--- config.mk ---
export PLATFORM = sky130hd
export DESIGN_NAME = mc_control_fsm
export DESIGN_NICKNAME = d
export VERILOG_FILES = /design/src/rtl/mc_control_fsm.sv
export SDC_FILE = /design/constraint.sdc
export NUM_CORES = 1
export LEC_CHECK = 0
export ABC_CLOCK_PERIOD_IN_PS = 5830
export CAP_MARGIN = 20
export CORE_MARGIN = 3
export CORE_UTILIZATION = 50
export DETAILED_ROUTE_END_ITERATION = 8
export PLACE_DENSITY = 0.95
export SYNTH_ARGS = -nofsm -noshare
export SYNTH_HDL_FRONTEND = slang
export SYNTH_SLANG_ARGS = --single-unit
--- constraint.sdc ---
create_clock -name clk -period 5.83 [get_ports clk]
set_input_delay 0.8745 -clock clk [delete_from_list [all_inputs] [get_ports clk]]
set_output_delay 0.8745 -clock clk [all_outputs]
set_load 0.02 [all_outputs]
--- src/rtl/mc_control_fsm.sv ---
// Multicycle MIPS main control: Moore FSM decoding IR[31:26] into datapath strobes.
// Optional macro ADDI_EN adds the addi execute/write-back states (10/11).
module mc_control_fsm #(
  parameter int CNT_W = 32
) (
  input  logic             clk,
  input  logic             reset,
  input  logic [5:0]       opcode,
  output logic             PCWriteCond,
  output logic             PCWrite,
  output logic             IorD,
  output logic             MemRead,
  output logic             MemWrite,
  output logic             MemtoReg,
  output logic             IRWrite,
  output logic             RegDst,
  output logic             RegWrite,
  output logic             ALUSrcA,
  output logic [1:0]       ALUSrcB,
  output logic [1:0]       ALUOp,
  output logic [1:0]       PCSource,
  output logic [3:0]       state,
  output logic             illegal,
  output logic [CNT_W-1:0] instr_count
);

  typedef enum logic [3:0] {
    FETCH   = 4'd0,
    DECODE  = 4'd1,
    MEMADDR = 4'd2,
    MEMRD   = 4'd3,
    MEMWB   = 4'd4,
    MEMWR   = 4'd5,
    EXEC    = 4'd6,
    RWB     = 4'd7,
    BRANCH  = 4'd8,
    JUMP    = 4'd9,
    ADDI_EX = 4'd10,
    ADDI_WB = 4'd11,
    TRAP    = 4'd12,
    IDLE    = 4'd15
  } state_t;

  localparam logic [5:0] OP_LW   = 6'b100011;
  localparam logic [5:0] OP_SW   = 6'b101011;
  localparam logic [5:0] OP_RTY  = 6'b000000;
  localparam logic [5:0] OP_BEQ  = 6'b000100;
  localparam logic [5:0] OP_J    = 6'b000010;
  localparam logic [5:0] OP_ADDI = 6'b001000;

  state_t           state_q, state_d;
  logic             started_q;
  logic             retire;
  logic [CNT_W-1:0] count_q;

  // started_q holds IDLE for one full cycle after reset release.
  always_ff @(posedge clk or posedge reset) begin
    if (reset) begin
      state_q   <= IDLE;
      started_q <= 1'b0;
      count_q   <= '0;
    end else begin
      state_q   <= state_d;
      started_q <= 1'b1;
      if (retire) count_q <= count_q + CNT_W'(1);
    end
  end

  always_comb begin
    state_d     = state_q;
    retire      = 1'b0;
    PCWriteCond = 1'b0;
    PCWrite     = 1'b0;
    IorD        = 1'b0;
    MemRead     = 1'b0;
    MemWrite    = 1'b0;
    MemtoReg    = 1'b0;
    IRWrite     = 1'b0;
    RegDst      = 1'b0;
    RegWrite    = 1'b0;
    ALUSrcA     = 1'b0;
    ALUSrcB     = 2'b00;
    ALUOp       = 2'b00;
    PCSource    = 2'b00;
    illegal     = 1'b0;
    case (state_q)
      IDLE: if (started_q) state_d = FETCH;
      FETCH: begin
        MemRead = 1'b1;
        IRWrite = 1'b1;
        PCWrite = 1'b1;
        ALUSrcA = 1'b1;
        ALUSrcB = 2'b01;
        state_d = DECODE;
      end
      DECODE: begin
        ALUSrcA = 1'b1;
        ALUSrcB = 2'b11;
        case (opcode)
          OP_LW, OP_SW: state_d = MEMADDR;
          OP_RTY:       state_d = EXEC;
          OP_BEQ:       state_d = BRANCH;
          OP_J:         state_d = JUMP;
`ifdef ADDI_EN
          OP_ADDI:      state_d = ADDI_EX;
`endif
          default:      state_d = TRAP;
        endcase
      end
      MEMADDR: begin
        ALUSrcB = 2'b10;
        if (opcode == OP_LW)      state_d = MEMRD;
        else if (opcode == OP_SW) state_d = MEMWR;
        else                      state_d = TRAP;
      end
      MEMRD: begin
        MemRead = 1'b1;
        IorD    = 1'b1;
        state_d = MEMWB;
      end
      MEMWB: begin
        RegWrite = 1'b1;
        MemtoReg = 1'b1;
        retire   = 1'b1;
        state_d  = FETCH;
      end
      MEMWR: begin
        MemWrite = 1'b1;
        IorD     = 1'b1;
        retire   = 1'b1;
        state_d  = FETCH;
      end
      EXEC: begin
        ALUOp   = 2'b10;
        state_d = RWB;
      end
      RWB: begin
        RegWrite = 1'b1;
        RegDst   = 1'b1;
        retire   = 1'b1;
        state_d  = FETCH;
      end
      BRANCH: begin
        ALUOp       = 2'b01;
        PCWriteCond = 1'b1;
        PCSource    = 2'b01;
        retire      = 1'b1;
        state_d     = FETCH;
      end
      JUMP: begin
        PCWrite  = 1'b1;
        PCSource = 2'b10;
        retire   = 1'b1;
        state_d  = FETCH;
      end
`ifdef ADDI_EN
      ADDI_EX: begin
        ALUSrcB = 2'b10;
        state_d = ADDI_WB;
      end
      ADDI_WB: begin
        RegWrite = 1'b1;
        retire   = 1'b1;
        state_d  = FETCH;
      end
`endif
      TRAP: illegal = 1'b1;
      default: state_d = TRAP;
    endcase
  end

  assign state       = state_q;
  assign instr_count = count_q;

endmodule

==> flow_metrics.tcl, run 1 <==
set metrics [dict create \
    synth-edff-count 0 \
    synth.net_count 212 \
    gr-usage-all-layers_pct 20.1 \
    maxCapViolations 0 \
    crit_top_cell "or2_2" \
    rows 22 \
    p_sw_mw 0.376 \
    grt.overflow.total 0 \
    status "finished clean" \
    p_sw_share_pct 39.1 \
    drt_iter0_markers 131 \
    clkLatencyLatePin_ps 290 \
    leakage_nw 1.13 \
    tightest_slew_ps 512 \
    synth_area_leaders "dfrtp_1 (42%), xor2_1 (7.6%), xnor2_1 (6.3%)" \
    die_area_mm2 0.00470 \
    initial_core_util_pct 52.7 \
    place_inst 303 \
    synthTopCellsByCount "dfrtp_1 (33), nor2_1 (24), xor2_1 (17)" \
    whs_endpoint "instr_count[18]" \
    wire_per_inst_um 14.2 \
    max-vdd-ir-drop_mv 0.292 \
    netlist_instances 203 \
    fin_worst_skew_ps 9.94 \
    slew_headroom_pct 65.8 \
    nets 271 \
    via_per_inst 5.44 \
    power_density_mw_per_mm2 361 \
    cts_setup_buffers 0 \
    path_cells "or2_2, or2_2, nand2_1, clkdlybuf4s50_1" \
    syn_area_mm2 0.00196 \
    arrival_ps 2090 \
    fill_cells 273 \
    rsz0062_at_grt "false" \
    drc 0 \
    r2r_end "instr_count[26]" \
    grt_pass1_vias 1510 \
    dpl.hpwl_um 3280 \
    drive_above_1_share_pct 10.6 \
    hp-start "instr_count[18]" \
    avgSynthCellArea_um2 9.65 \
    pwr-share-seq_pct 36.8 \
    synth.distinct_cells 42 \
    setup_tns_ps 0 \
    ys_async_sr_fraction_pct 100 \
    vias 1691 \
    yosysSeqAreaShare_pct 47.5 \
    p_comb_share_pct 45.5 \
    setup_viol 0 \
    path_clk_slew_ps 70 \
    hp-class "reg2reg" \
    holdBufCountCts 0 \
    grt_pass1_wl_um 6970 \
    firstDrtPassIters 4 \
    cp-start-kind "flop" \
    diodes 0 \
    numCtsBuffers 5 \
    cp_max_fo 13 \
    cts.repair.resized 0 \
    required_ps 4960 \
    die_h_um 68.6 \
    synth.most_common_cell "dfrtp_1" \
    synth_top_area_share_pct 42.2 \
    p_int_mw 0.585 \
    endpoint_kind "primary output" \
    fp.coreArea_mm2 0.00372 \
    p_clk_share_pct 17.7 \
    fin_crit_sh_pct 50.9 \
    total_power_mw 0.961 \
    antenna_found_initial 0 \
    synth_warnings 0 \
    ant_nets 0 \
    slowest_delay_ps 590 \
    crit_slowest_cell "clkdlybuf4s50_1" \
    period_needed_ps 2960 \
    yosysTopAreaCell "dfrtp_1" \
    dp_slack_ps 3180 \
    timing.rr.start "state[2]" \
    die_w_um 68.6 \
    timing.final.ws_setup_ps 2870 \
    fmax_mhz 337 \
    reg2reg_depth 5 \
    cts_tree "yes" \
    root_buffer "clkbuf_8" \
    hold_depth 1 \
    instances_no_fill 311 \
    criticalPathCategory "reg2out" \
    synth-main-ff-cell "dfrtp_1" \
    syn2layout_area_growth_pct 35.9 \
    gp_congestion 0.838 \
    io_buffers 60 \
    synth-seq-cells 37 \
    grt_max_degree 38 \
    cts-htree-levels 2 \
    routed_wl_um 4420 \
    pin_count 61 \
    clock_path_buffers 2 \
    slew_viol_final 0 \
    clock-sinks 37 \
    hold_viol 0 \
    rrSetupSlack_ps 3410 \
]
[cell families (layout without fill, tap and decap cells)]
family                     after synthesis  in the layout  synth area share (%)
and+or+nand+nor                        102            102                  27.9
buffers and inverters                   15             75                  3.58
other                                    1              1                 0.192
xor gates and xnor gates                32             32                  14.7
muxes                                    1              1                 0.575
DFF                                     37             37                  47.5
AOI/OAI and AO/OA                       14             14                  4.92
adders and majority gates                1              1                 0.639
[per-layer routing]
layer | part of all wire [%] | up-vias | track usage (%) | routed length, um
li1 | - | 801 | - | -
met1 | 43 | 819 | 23.8 | 1880
met2 | 49 | 62 | 33.6 | 2170
met3 | 6.1 | 9 | 6.48 | 270
met4 | 2.3 | 0 | 8.19 | 102
met5 | 0 | - | 0 | 0
[state kept, by name, summed over array words and instances (netlist names)]
signal and cells:
started_q 1, state 4, instr_count 32
[cells in the final DEF (no fill, tap or decap), types with 4 or more instances in the layout]
| cell | instances |
|---|---|
| a21oi_1 | 4 |
| clkbuf_8 | 5 |
| clkdlybuf4s50_1 | 60 |
| dfrtp_1 | 33 |
| dfstp_2 | 4 |
| inv_1 | 6 |
| nand2_1 | 13 |
| nand2b_1 | 6 |
| nand3_1 | 13 |
| nand4_1 | 4 |
| nor2_1 | 24 |
| nor3_1 | 13 |
| o21ai_0 | 4 |
| or2_2 | 6 |
| xnor2_1 | 14 |
| xor2_1 | 17 |
[power by group through the flow]
stage	Clock [mW]	Combinational, mW	Sequential [mW]
2_1_floorplan	0	0.252	0.365
3_3_place_gp	0	0.429	0.353
3_5_place_dp	0	0.440	0.356
4_1_cts	0.175	0.442	0.352
5_1_grt	0.186	0.470	0.362
6_report	0.170	0.437	0.354
[area by class of cell]
class / instances / area (um^2) / area share (%)
multi-input cells: 151 / 957 / 36.0
flip-flops and latches: 37 / 931 / 35.0
repair buffers: 61 / 608 / 22.8
clock buffers: 6 / 72.6 / 2.73
well taps: 48 / 60.1 / 2.26
inverters: 6 / 22.5 / 0.846
clock inverters: 2 / 10.0 / 0.376
[critical path: cells and delay by family, from the launching register on]
family / cells / cell delay (ps)
buffers and inverters: 1 / 590
AND/OR/NAND/NOR: 3 / 770
flip-flops: 1 / 430
[how the worst max path moves through the flow]
stage	start	slack (ps)	end
3_5_place_dp	state[1]	3180	ALUSrcB[1]
5_1_grt	state[0]	2770	ALUSrcB[1]
2_1_floorplan	state[1]	3370	PCSource[0]
4_1_cts	state[3]	2860	ALUSrcB[1]
6_report	state[3]	2870	ALUSrcB[1]
3_3_place_gp	state[1]	3200	ALUSrcB[1]
[metrics by stage]
step	util, %	instance area [um^2]	hold WS, ps
after floorplan	-	1960	589
after detailed placement	69.4	2580	482
after global routing	71.6	2660	510
after CTS	71.6	2660	494
after global placement	69.4	2580	477
final	71.6	2660	490
(Power assumes the default switching activity.)
==> inputs of run 2 (changes only) <==
- ABC_CLOCK_PERIOD_IN_PS: 5830 -> 2520
- CORE_UTILIZATION: 50 -> 42
- PLACE_DENSITY: 0.95 -> 0.87
- clock period: 5.83 -> 2.52 ns (I/O delays scaled with it)
==> run 2 against run 1 <==
Against the previous run: final cell count is 1.6% higher; global-route usage decreased by 2.9 points; non-clock buffer count is 1 higher; sequential cell count is the same; count of clock-buffer cells in the layout stayed put; die area up 17%; utilization fell by 10 points; hold slack worse by 7.3 ps; wire length down 2.5%; via count down 0.77%; register-to-register slack worse by 3000 ps; largest cell class unchanged; largest power group unchanged.
==> flow_metrics.tcl, run 2 (synthesis gave the netlist of run 1 again) <==
set metrics [dict create \
    status "finished clean" \
    clock-sinks 37 \
    rsz0062_at_grt "false" \
    holdBufCountCts 0 \
    slew_viol_final 0 \
    path_cells "nand2b_1, o22ai_1, clkdlybuf4s50_1" \
    cp_max_fo 14 \
    layout_commonest_cell "clkdlybuf4s50_1" \
    die_area_mm2 0.00552 \
    slowest_delay_ps 660 \
    clock_path_buffers 2 \
    leakage_nw 1.16 \
    grt_pass1_vias 1646 \
    largest_register_ffs 32 \
    initial_core_util_pct 44.4 \
    grt.overflow.total 0 \
    arrival_ps 1980 \
    hold_viol 0 \
    power_density_mw_per_mm2 870 \
    clkLatencyLatePin_ps 290 \
    path_clk_slew_ps 80 \
    crit_slowest_cell "dfstp_2" \
    firstDrtPassIters 4 \
    grt_pass1_wl_um 7360 \
    required_ps 2140 \
    pin_count 61 \
    grt_max_degree 38 \
    nets 272 \
    drc 0 \
    gp_congestion 0.877 \
    root_buffer "clkbuf_8" \
    via_per_inst 5.31 \
    utilization_pct 61.5 \
    routed_wl_um 4310 \
    cts_tree "yes" \
    drive_above_1_share_pct 11.4 \
    rows 24 \
    maxCapViolations 0 \
    wire_per_inst_um 13.6 \
    cp-start-kind "flop" \
    max-vdd-ir-drop_mv 0.554 \
    drt_iter0_markers 137 \
    ant_nets 0 \
    setup_viol 0 \
    die_h_um 74.3 \
    layout_common_cells "clkdlybuf4s50_1 (59), dfrtp_1 (33), nor2_1 (24)" \
    cts-htree-levels 2 \
    io_buffers 60 \
    numCtsBuffers 5 \
    diodes 0 \
    fmax_mhz 423 \
    fill_cells 368 \
    period_needed_ps 2360 \
    criticalPathCategory "reg2out" \
    gr-usage-all-layers_pct 17.2 \
    fp.coreArea_mm2 0.00441 \
    place_inst 308 \
    setup_tns_ps 0 \
    instances_no_fill 316 \
    fin_worst_skew_ps 11.6 \
    total_power_mw 2.36 \
    endpoint_kind "primary output" \
    dpl.hpwl_um 3260 \
    antenna_found_initial 0 \
    hp-class "in2async" \
    syn2layout_area_growth_pct 38.6 \
    vias 1678 \
    fin_crit_sh_pct 93.7 \
    die_w_um 74.3 \
]
## run 2: changes by cell type in the layout (fill, tap and decap cells not counted), sizes merged
cell,delta
buf,+1
dlymetal6s2s,+1
clkinvlp,+1
clkinv,-2
bufinv,+1
clkdlybuf4s50,-1
## run 2: timing repair
action | CTS | global route
buffers inserted | 0 | 0
gates resized for setup | 0 | 1
setup endpoints to repair | 0 | 1
## run 2: stage by stage
step / hold slack (ps) / worst slack [ps] / area, um^2
after detailed placement: 473 / 355 / 2590
after global placement: 476 / 384 / 2590
after CTS: 487 / 38.3 / 2710
final: 483 / 158 / 2710
after floorplan: 555 / 516 / 1960
after global routing: 509 / 74.8 / 2710
## run 2: worst max-delay path, delay by kind of cell (launching register included)
family / cells / cell delay [ps]
AND/OR/NAND/NOR: 1 / 190
flip-flops: 1 / 660
buffers and inverters: 1 / 640
AO/OA/AOI/OAI: 1 / 210
## run 2: layer usage
metal	vias to the layer above	track usage, %	wire, um
met1	791	21.8	1810
li1	811	-	-
met4	0	6.72	80
met2	65	28.2	2150
met5	-	0	0
met3	11	4.59	267
## run 2: final cells by class
cell class / instances / area, um^2 / area share [%]
clock buffer: 6 / 82.6 / 3.04
inverter: 6 / 22.5 / 0.830
timing repair buffer: 62 / 618 / 22.8
sequential: 37 / 931 / 34.3
clock inverter: 2 / 37.5 / 1.38
multi-input combinational: 151 / 957 / 35.3
tap: 52 / 65.1 / 2.40
## run 2: final timing paths
kind	start	end	slack [ps]	cells past startpoint
max	state[2]	RegWrite	160	3
min	reset	instr_count[27]	480	3
max reg2reg	state[2]	instr_count[31]	450	5
min reg2reg	instr_count[18]	instr_count[18]	480	1
max in group asynchronous	reset	state[2]	1690	3
min in group clk	instr_count[18]	instr_count[18]	480	1
## run 2: power breakdown
group	switching (mW)	internal, mW
registers	0.132	0.686
clock network	0.213	0.322
logic	0.535	0.474
==> inputs of run 3 (changes only) <==
- CORE_MARGIN: 3 -> default
==> run 3 against run 2 <==
Against the previous run: via count decreased by 1.6%; clock skew shrank 2.6 ps; maximum frequency grew 2.7%; first-iteration DRC count down 23%; power shrank 6.4%; sequential share of layout area up 0.43 points; combinational power about the same; sequential power shrank 0.6%.
==> flow_metrics.tcl, run 3 (synthesis gave the netlist of run 1 again) <==
set metrics [dict create \
    status "finished clean" \
    fp.coreArea_mm2 0.00441 \
    grt_pass1_wl_um 6890 \
    clkLatencyLatePin_ps 290 \
    criticalPathCategory "reg2out" \
    clock-sinks 37 \
    die_w_um 70.3 \
    rrSetupSlack_ps 430 \
    cp-start-kind "flop" \
    fin_worst_skew_ps 9.00 \
    cts_tree "yes" \
    hp-class "in2async" \
    grt_pass1_vias 1501 \
    pin_count 61 \
    ant_nets 0 \
    setup_tns_ps 0 \
    grt_max_degree 38 \
    drc 0 \
    drive_above_1_share_pct 11.4 \
    wire_per_inst_um 12.9 \
    rsz0062_at_grt "false" \
    routed_wl_um 4070 \
    diodes 0 \
    register_area_um2 931 \
    max-vdd-ir-drop_mv 0.550 \
    crit_start "state[0]" \
    period_needed_ps 2300 \
    antenna_found_initial 0 \
    cts-htree-levels 2 \
    die_h_um 70.3 \
    layout_commonest_cell "clkdlybuf4s50_1" \
    fin_crit_sh_pct 91.2 \
    cts_setup_buffers 0 \
    initial_core_util_pct 44.4 \
    maxCapViolations 0 \
    multiInputGateArea_um2 957 \
    numCtsBuffers 5 \
    fmax_mhz 435 \
    timing.rr.start "state[2]" \
    dpl.hpwl_um 3020 \
    fill_cells 396 \
    leakage_nw 1.15 \
    gr-usage-all-layers_pct 17.6 \
    layout_common_cells "clkdlybuf4s50_1 (59), dfrtp_1 (33), nor2_1 (24)" \
    rows 24 \
    via_per_inst 5.22 \
    arrival_ps 1920 \
    gp_congestion 0.920 \
    clock_path_buffers 2 \
    endpoint_kind "primary output" \
    io_buffers 60 \
    nets 272 \
    total_power_mw 2.21 \
    firstDrtPassIters 4 \
    drt_iter0_markers 105 \
    required_ps 2140 \
    grt.overflow.total 0 \
    path_clk_slew_ps 70 \
    setup_viol 0 \
    die_area_mm2 0.00494 \
    vias 1651 \
    root_buffer "clkbuf_8" \
    slew_viol_final 0 \
    hold_viol 0 \
    cp_max_fo 11 \
    power_density_mw_per_mm2 825 \
    largest_register_ffs 32 \
    syn2layout_area_growth_pct 36.9 \
]
run 3: per-layer routing:
| layer | vias up | GRT usage, % | routed length, um |
|---|---|---|---|
| li1 | 802 | - | - |
| met1 | 795 | 22.8 | 1810 |
| met2 | 49 | 28.6 | 2040 |
| met3 | 5 | 4.18 | 178 |
| met4 | 0 | 6.22 | 44 |
| met5 | - | 0 | 0 |
run 3: layout make-up:
| type | instances | area share, % |
|---|---|---|
| clock buffer | 5 | 2.57 |
| clock inverter | 3 | 0.654 |
| inverter | 6 | 0.840 |
| multi-input combinational | 151 | 35.7 |
| sequential | 37 | 34.7 |
| tap | 52 | 2.43 |
| timing repair buffer | 62 | 23.1 |
run 3: final timing paths:
path / to / depth (start not counted)
worst max-delay path: MemRead / 3
worst min-delay path: instr_count[1] / 3
worst max register to register: instr_count[31] / 5
worst min register to register: instr_count[18] / 1
max in group asynchronous: state[3] / 3
min in group clk: instr_count[18] / 1
run 3: power by group:
part	switching [mW]	total, mW	internal, mW
clock network	0.210	0.401	0.191
registers	0.127	0.813	0.686
logic	0.523	0.997	0.474
run 3: through the flow:
stage,cell area [um^2],hold WS (ps),setup WS [ps],util [%],std cells
3_3_place_gp,2590,474,387,58.7,308
5_1_grt,2680,521,106,60.7,316
3_5_place_dp,2590,482,365,58.7,308
6_report,2680,486,221,60.7,316
4_1_cts,2680,497,46.4,60.7,316
2_1_floorplan,1960,555,516,-,203
run 3: timing repair:
| action | in CTS | in global routing |
|---|---|---|
| gates resized for setup | 0 | 1 |
| endpoints found under the setup margin | 0 | 1 |
| hold buffers | 0 | 0 |
run 3: worst max-delay path: stages (launching register included):
cell             delay (ps)
dfstp_2                 620
nor2b_1                  90
nor4_1                  260
clkdlybuf4s50_1         670
